**config.mk**
```make
export PLATFORM = sky130hd
export DESIGN_NAME = divide_iter_unit
export DESIGN_NICKNAME = d
export VERILOG_FILES = /design/src/rtl/div_pkg.sv /design/src/rtl/div_step.sv /design/src/rtl/divide_iter_unit.sv
export SDC_FILE = /design/constraint.sdc
export NUM_CORES = 1
export LEC_CHECK = 0
export CORE_MARGIN = 4
export CORE_UTILIZATION = 30
export CTS_CLUSTER_DIAMETER = 150
export DETAILED_ROUTE_END_ITERATION = 8
export SYNTH_ARGS = -nofsm -noshare
export SYNTH_HDL_FRONTEND = slang
export SYNTH_SLANG_ARGS = --single-unit
```
**constraint.sdc**
```tcl
create_clock -name clk -period 3 [get_ports clk]
set_input_delay 0.3 -clock clk [delete_from_list [all_inputs] [get_ports clk]]
set_output_delay 0.3 -clock clk [all_outputs]
set_load 0.02 [all_outputs]
```
**src/rtl/div_pkg.sv**
```systemverilog
// Shared types, default widths and configuration check for the iterative restoring divider.
package div_pkg;

  typedef enum logic [0:0] {
    IDLE = 1'b0,
    RUN  = 1'b1
  } div_state_e;

  localparam int DW_DEF    = 72;
  localparam int MW_DEF    = 10;
  localparam int STEPS_DEF = 1;
  localparam int TW_DEF    = 8;

  // True when DW splits evenly into STEPS-wide slices and the divisor is narrower than the dividend.
  function automatic bit div_cfg_ok(input int dw, input int mw, input int steps);
    bit steps_ok;
    steps_ok = (steps == 32'sd1) || (steps == 32'sd2) || (steps == 32'sd4) || (steps == 32'sd8);
    return steps_ok && ((dw % steps) == 32'sd0) && (mw < dw);
  endfunction

endpackage

```
**src/rtl/div_step.sv**
```systemverilog
// One combinational restoring-division step: shift {A,Q} left, trial-subtract M, keep or restore.
module div_step #(
  parameter int DW = 72,
  parameter int MW = 10
) (
  input  logic [MW:0]   a,
  input  logic [DW-1:0] q,
  input  logic [MW-1:0] m,
  output logic [MW:0]   a_next,
  output logic [DW-1:0] q_next
);

  logic [MW:0] shift_a_s;
  logic [MW:0] diff_s;
  logic        borrow_s;

  assign shift_a_s = {a[MW-1:0], q[DW-1]};
  assign diff_s    = shift_a_s - {1'b0, m};
  // A set bit shifted out of A means the partial remainder already exceeds M, so no borrow.
  assign borrow_s  = diff_s[MW] & ~a[MW];
  assign a_next    = borrow_s ? shift_a_s : diff_s;
  assign q_next    = {q[DW-2:0], ~borrow_s};

endmodule

```
**src/rtl/divide_iter_unit.sv**
```systemverilog
// Iterative unsigned restoring divider retiring STEPS quotient bits per clock, with tag pass-through
// and divide-by-zero short-circuit.
module divide_iter_unit
  import div_pkg::*;
#(
  parameter int DW    = DW_DEF,
  parameter int MW    = MW_DEF,
  parameter int STEPS = STEPS_DEF,
  parameter int TW    = TW_DEF
) (
  input  logic          clk,
  input  logic          rst,
  input  logic          pushin,
  output logic          ready,
  input  logic [DW-1:0] dividend_in,
  input  logic [MW-1:0] divisor_in,
  input  logic [TW-1:0] tag_in,
  output logic          pushout,
  output logic [DW-1:0] quotient_out,
  output logic [MW-1:0] remainder_out,
  output logic [TW-1:0] tag_out,
  output logic          div_zero
);

  localparam int NCYC = DW / STEPS;
  localparam int CW   = $clog2(NCYC + 1);
  localparam logic [CW-1:0] CNT_ONE  = CW'(32'd1);
  localparam logic [CW-1:0] CNT_LOAD = CW'(NCYC);

  if (!div_cfg_ok(DW, MW, STEPS)) begin : g_cfg_check
    $error("divide_iter_unit: illegal DW/MW/STEPS combination");
  end

  div_state_e    state_r, state_nxt_s;
  logic [MW:0]   a_r;
  logic [DW-1:0] q_r;
  logic [MW-1:0] m_r;
  logic [TW-1:0] tag_r;
  logic [CW-1:0] cnt_r;
  logic          start_s, zero_s, done_s;
  logic [MW:0]   a_fin_s;
  logic [DW-1:0] q_fin_s;

  logic          pushout_r, div_zero_r;
  logic [DW-1:0] quotient_r;
  logic [MW-1:0] remainder_r;
  logic [TW-1:0] tag_out_r;

  for (genvar i = 0; i < STEPS; i++) begin : g_step
    logic [MW:0]   a_src_s, a_res_s;
    logic [DW-1:0] q_src_s, q_res_s;
    if (i == 0) begin : g_first
      assign a_src_s = a_r;
      assign q_src_s = q_r;
    end else begin : g_chain
      assign a_src_s = g_step[i-1].a_res_s;
      assign q_src_s = g_step[i-1].q_res_s;
    end
    div_step #(.DW(DW), .MW(MW)) u_step (
      .a      (a_src_s),
      .q      (q_src_s),
      .m      (m_r),
      .a_next (a_res_s),
      .q_next (q_res_s)
    );
  end

  assign a_fin_s = g_step[STEPS-1].a_res_s;
  assign q_fin_s = g_step[STEPS-1].q_res_s;

  // Next-state and per-cycle control decode.
  always_comb begin
    state_nxt_s = state_r;
    start_s     = 1'b0;
    zero_s      = 1'b0;
    done_s      = 1'b0;
    case (state_r)
      IDLE: begin
        if (pushin && (divisor_in == {MW{1'b0}})) begin
          zero_s = 1'b1;
        end else if (pushin) begin
          start_s     = 1'b1;
          state_nxt_s = RUN;
        end else begin
          state_nxt_s = IDLE;
        end
      end
      RUN: begin
        if (cnt_r == CNT_ONE) begin
          done_s      = 1'b1;
          state_nxt_s = IDLE;
        end else begin
          state_nxt_s = RUN;
        end
      end
      default: state_nxt_s = IDLE;
    endcase
  end

  // State register.
  always_ff @(posedge clk) begin
    if (rst) begin
      state_r <= IDLE;
    end else begin
      state_r <= state_nxt_s;
    end
  end

  // Operand, iteration counter and tag registers.
  always_ff @(posedge clk) begin
    if (rst) begin
      a_r   <= {(MW+1){1'b0}};
      q_r   <= {DW{1'b0}};
      m_r   <= {MW{1'b0}};
      tag_r <= {TW{1'b0}};
      cnt_r <= {CW{1'b0}};
    end else if (start_s) begin
      a_r   <= {(MW+1){1'b0}};
      q_r   <= dividend_in;
      m_r   <= divisor_in;
      tag_r <= tag_in;
      cnt_r <= CNT_LOAD;
    end else if (state_r == RUN) begin
      a_r   <= a_fin_s;
      q_r   <= q_fin_s;
      cnt_r <= cnt_r - CNT_ONE;
    end
  end

  // Result registers; pushout pulses for one cycle and results hold until the next completion.
  always_ff @(posedge clk) begin
    if (rst) begin
      pushout_r   <= 1'b0;
      div_zero_r  <= 1'b0;
      quotient_r  <= {DW{1'b0}};
      remainder_r <= {MW{1'b0}};
      tag_out_r   <= {TW{1'b0}};
    end else if (zero_s) begin
      pushout_r   <= 1'b1;
      div_zero_r  <= 1'b1;
      quotient_r  <= {DW{1'b1}};
      remainder_r <= dividend_in[MW-1:0];
      tag_out_r   <= tag_in;
    end else if (done_s) begin
      pushout_r   <= 1'b1;
      div_zero_r  <= 1'b0;
      quotient_r  <= q_fin_s;
      remainder_r <= a_fin_s[MW-1:0];
      tag_out_r   <= tag_r;
    end else begin
      pushout_r   <= 1'b0;
    end
  end

  assign ready         = (state_r == IDLE);
  assign pushout       = pushout_r;
  assign div_zero      = div_zero_r;
  assign quotient_out  = quotient_r;
  assign remainder_out = remainder_r;
  assign tag_out       = tag_out_r;

endmodule

```
# Yosys cells after proc, flatten, opt, wreduce, memory -nomap -nowiden
# Cells that the tools add are included.
[word_totals]
register_bits = 201
input_bits = 93
[op_classes]
n_addsub = 2
n_eq_ne = 1
n_mux = 24
bitwise = 4
n_reduce_logical = 5
[ops]
columns = ["op", "count"]
rows = [
  ["$mux W72", 4],
  ["$mux W10", 2],
  ["$mux W8", 2],
  ["$mux W7", 2],
  ["$mux W1", 12],
  ["$mux W11", 1],
  ["$sub A11 B10 Y11", 1],
  ["$logic_not A10 Y1", 1],
  ["$eq A7 B1 Y1 const B", 1],
  ["$sub A7 B1 Y7 const B", 1],
  ["$reduce_bool A2 Y1", 2],
  ["$not A1 Y1", 3],
  ["$pmux W1 S2", 1],
  ["$reduce_or A2 Y1", 1],
  ["$and A1 B1 Y1", 1],
  ["$logic_and A1 B1 Y1", 1],
]

# Longest topological paths before layout
[logic_depth]
depth_word = 5
mapped_depth = 11

# Cells and area by module
# A second synthesis with hierarchy kept.
[unflattened]
hier_cells = 1160
hier_area_um2 = 9745.6
[modules_own_cells]
columns = ["mod", "n_inst", "cells_each", "area_each_um2", "seq_area_each_um2"]
rows = [
  ["divide_iter_unit", 1, 997, 8453.1, 4023.9],
  ["div_step", 1, 163, 1292.5, 0.0],
]

# Worst setup path after synthesis
# Ideal clock, no wire load.
[synth_path]
kind = "register to register"
from = "register m_r[3]"
to = "register a_r[7]"
setup_time_ns = 0.135
arrival_ns = 2.228
required_time_ns = 2.865
path_slack_ns = 0.637
stages_incl_launch_ff = 11
path_buffers = 1
synth_period_minus_slack_ns = 2.363
cell_sequence = "dfxtp_1 -> inv_1 -> ha_1 -> o211ai_2 -> a21oi_2 -> o41a_4 -> o211a_4 -> nor2_4 -> buf_8 -> mux2i_1 -> o22ai_1"
[synth_via]
elab_chain_cells = 3
[synth_rtl]
columns = ["element", "line", "source"]
rows = [
  ["start, declared", "divide_iter_unit.sv:37", "logic [MW-1:0] m_r;"],
  ["start signal, assigned", "divide_iter_unit.sv:114", "m_r <= {MW{1'b0}};"],
  ["start signal, assigned", "divide_iter_unit.sv:120", "m_r <= divisor_in;"],
  ["$sub A11 B10 Y11 (*)", "div_step.sv:18", "assign diff_s = shift_a_s - {1'b0, m};"],
  ["$and A1 B1 Y1", "div_step.sv:20", "assign borrow_s = diff_s[MW] & ~a[MW];"],
  ["$mux W11 (*)", "div_step.sv:21", "assign a_next = borrow_s ? shift_a_s : diff_s;"],
  ["end signal, assigned", "divide_iter_unit.sv:112", "a_r <= {(MW+1){1'b0}};"],
  ["end signal, assigned", "divide_iter_unit.sv:118", "a_r <= {(MW+1){1'b0}};"],
  ["end signal, assigned", "divide_iter_unit.sv:124", "a_r <= a_fin_s;"],
  ["end, declared", "divide_iter_unit.sv:35", "logic [MW:0] a_r;"],
]
# Every way passes the cells marked *; elsewhere a longest branch is shown, timed or not.
# A chain may end at the register's enable or synchronous reset.

# Final worst setup path
[layout_path]
from = "register q_r[71] (netlist: g_step[0].q_src_s[71])"
to = "register a_r[1]"
[layout_via]
elab_chain_cells = 3
[layout_rtl]
columns = ["element", "line", "source"]
rows = [
  ["start, declared", "divide_iter_unit.sv:36", "logic [DW-1:0] q_r;"],
  ["start signal, assigned", "divide_iter_unit.sv:113", "q_r <= {DW{1'b0}};"],
  ["start signal, assigned", "divide_iter_unit.sv:119", "q_r <= dividend_in;"],
  ["start signal, assigned", "divide_iter_unit.sv:125", "q_r <= q_fin_s;"],
  ["$sub A11 B10 Y11 (*)", "div_step.sv:18", ""],
  ["$and A1 B1 Y1", "div_step.sv:20", ""],
  ["$mux W11 (*)", "div_step.sv:21", ""],
]
# Marked as above.

==> flow_metrics.py <==
metrics = {
    "pwr": {
        "vdd_drop_max_v": 0.000341,
        "total_power_mw": 6.37,
        "p_int_mw": 4.74,
        "leakagePower_nw": 3.89,
        "pwr-share-comb_pct": 14.3,
        "switching_share_pct": 25.5,
        "sequentialPowerShare_pct": 45.2,
        "p_switching_mw": 1.62,
        "power_density_nw_per_um2": 591,
        "power.share.clock_pct": 40.5,
    },
    "final_layout": {
        "fin_nets": 1154,
        "final_cells": 1398,
        "fill_cells": 2579,
        "syn_to_final_growth_pct": 36.0,
        "drive_gt1_share_pct": 6.40,
        "num_antenna_cells": 0,
    },
    "clock_network": {
        "clock_latency_ns": 0.49,
        "root_buffer": "clkbuf_16",
        "cts_max_level": 1,
        "clock_sinks": 201,
        "cts_hold_buffers": 0,
        "tritoncts": "built",
        "postCtsSetupBuffers": 0,
        "cts.clk_slew.worst_paths_ns": 0.06,
        "clockBufferDepth": 3,
        "cts_buffers": 23,
        "cts-resized-gates": 0,
    },
    "synthesis": {
        "netlist.area_leader.share_pct": 50.8,
        "synth-edff-count": 0,
        "syn_area_per_cell_um2": 8.79,
        "yosysMostFrequentCell": "dfxtp_1",
        "ys_warn_count": 0,
        "ys_seq_area_share_pct": 50.8,
        "syn_area_um2": 7920,
        "ys.flop_type": "dfxtp_1",
        "synthTopCellsByArea": "dfxtp_1 (51%), a222oi_1 (9.1%), nor2_1 (6.2%), nand2_1 (5.8%), nor3_1 (5.1%)",
        "synthArstFlopShare_pct": 0,
        "yosys.area.top_type": "dfxtp_1",
        "ys_ff_latch": 201,
        "synth_nets": 1007,
        "syn_inst": 901,
        "synth_common_cells": "dfxtp_1 (201), nor2_1 (130), nand2_1 (122), nor3_1 (80), clkbuf_1 (74)",
        "synth.distinct_cells": 48,
    },
    "timing": {
        "period_share_pct": 90.7,
        "setup_tns_ns": 0,
        "tightest_slew_ns": 0.692,
        "final_max_slew_viol_count": 0,
        "layout_min_cycle_time_ns": 2.72,
        "hold_viol_final": 0,
        "max_freq_mhz": 368,
        "rsz0062_at_grt": "no",
        "maxSlewHeadroom_pct": 53.9,
        "skew_ns": 0.0103,
        "setup_viol": 0,
        "whs_ns": 0.234,
    },
    "global_route": {
        "antenna_found_initial": 0,
        "grt_start_max_net_pins": 125,
        "grt_pass1_wl_mm": 37.8,
        "grt_usage_pct": 15.8,
        "gr-total-overflow": 0,
        "first_global_vias": 6736,
    },
    "detailed_routing": {
        "routed_wl_mm": 24.3,
        "drt_iter0_drc": 924,
        "route.detailed.wl_per_inst_um": 17.4,
        "firstDrtPassIters": 7,
        "drc": 0,
        "num_vias": 7313,
        "ant_nets": 0,
        "drt-vias-per-instance": 5.23,
    },
    "die": {
        "dieArea_um2": 29100,
        "io_pins": 186,
        "rows": 59,
        "core_um2": 26000,
        "fp.dieH_um": 171,
        "fp.dieW_um": 171,
        "initial_utilization_pct": 30.5,
    },
    "run": {
        "max_cap_violations": 0,
    },
    "worst_hold_path": {
        "worstHoldStart": "rst",
        "min_path_cells": 2,
        "min_to": "g_step[0].q_src_s[1]",
        "hold_class": "input pin to register",
    },
    "critical_path": {
        "start_kind": "register",
        "regToRegEndpoint": "a_r[1]",
        "r2r_start": "g_step[0].q_src_s[71]",
        "arrival_ns": 3.12,
        "path_max_fanout": 13,
        "worstPathRequired_ns": 3.40,
        "path_class": "register to register",
        "r2r.worst_path.cells": 10,
        "worstSetupEndpointType": "register",
        "ff2ff_setup_slack_ns": 0.28,
    },
    "run_status": {
        "outcome": "complete, no violations",
    },
    "placement": {
        "place_congestion": 0.818,
        "io_buffers": 185,
        "hpwl_mm": 16.2,
        "post-place-cells": 1358,
    },
}
## power by group through the flow
stage                     clock network [mW]  registers, mW  logic [mW]
after CTS                               2.66           2.87       0.910
final                                   2.58           2.88       0.910
after global routing                    2.77           2.89       0.995
after floorplan                            0           2.92       0.604
after global placement                     0           2.93       0.898
after detailed placement                   0           2.93       0.907
## area by class of cell
type                    count  area (um2)  area share, %
clock buffers              36         674           6.26
clock inverters             4        20.0          0.186
inverters                  15        56.3          0.522
multi-input cells         604        3550           33.0
flip-flops and latches    201        4030           37.4
well taps                 335         419           3.89
repair buffers            203        2030           18.8
## metrics by stage
| step | util, % | setup WS, ns | area (um2) |
|---|---|---|---|
| 2_1_floorplan | - | 0.637 | 7920 |
| 3_3_place_gp | 38.8 | 0.359 | 10100 |
| 3_5_place_dp | 38.8 | 0.316 | 10100 |
| 4_1_cts | 41.5 | 0.285 | 10800 |
| 5_1_grt | 41.5 | 0.156 | 10800 |
| 6_report | 41.5 | 0.279 | 10800 |
## cells in the final DEF (no fill, tap or decap), drive strengths merged, types with 3 or more instances in the layout
master and count:
inv 15, o21ai 7, nand2 122, o21a 3, ha 12, nand2b 4, clkbuf 36, o22ai 14
clkdlybuf4s50 184, and3 7, dfxtp 201, a21o 4, xor2 3, o211ai 3, a222oi 72, nor2b 3
nor2 131, a211oi 5, buf 19, a22oi 16, clkinv 4, mux2i 7, nor4 4, nor3 80
xnor2 8, a21oi 41, a31oi 36
## layer usage
layer	global-route usage [%]	vias up	part of all wire, %
met3	2.38	25	6.2
met4	4.10	0	1.8
met5	0	-	0
li1	-	3593	-
met2	25.0	231	46
met1	22.6	3464	46
## worst max-delay path by stage
| stage | startpoint | to | slack (ns) |
|---|---|---|---|
| floorplan | m_r[3] | a_r[7] | 0.64 |
| global placement | g_step[0].q_src_s[71] | a_r[1] | 0.36 |
| detailed placement | g_step[0].q_src_s[71] | a_r[0] | 0.32 |
| CTS | g_step[0].q_src_s[71] | a_r[1] | 0.28 |
| global route | m_r[3] | a_r[7] | 0.16 |
| finish | g_step[0].q_src_s[71] | a_r[1] | 0.28 |
## registers in the layout (all words and copies together), names as in the netlist
| register | count |
|---|---|
| a_r | 11 |
| cnt_r | 7 |
| div_zero | 1 |
| g_step.q_src_s | 72 |
| m_r | 10 |
| pushout | 1 |
| quotient_out | 72 |
| remainder_out | 10 |
| state_r | 1 |
| tag_out | 8 |
| tag_r | 8 |
## logic make-up (layout without fill, tap and decap cells)
logic type,after synthesis,count (layout),synth area share (%)
xor+xnor,11,11,1.22
compound gates,208,208,20.3
flops,201,201,50.8
fa+ha+maj,13,13,2.15
simple gates,363,363,19.6
buf+inv,96,258,4.71
mux,9,9,1.26
## worst max-delay path: stages (launching register included)
cell and delay (ns):
dfxtp_1 0.31, inv_1 0.07, ha_1 0.18, fa_1 0.20, nand2b_1 0.15, a21oi_2 0.09
o41a_4 0.47, o211a_4 0.26, nor2_4 0.37, mux2_4 0.35, o22ai_1 0.18
Power figures use the tool's default switching activity.
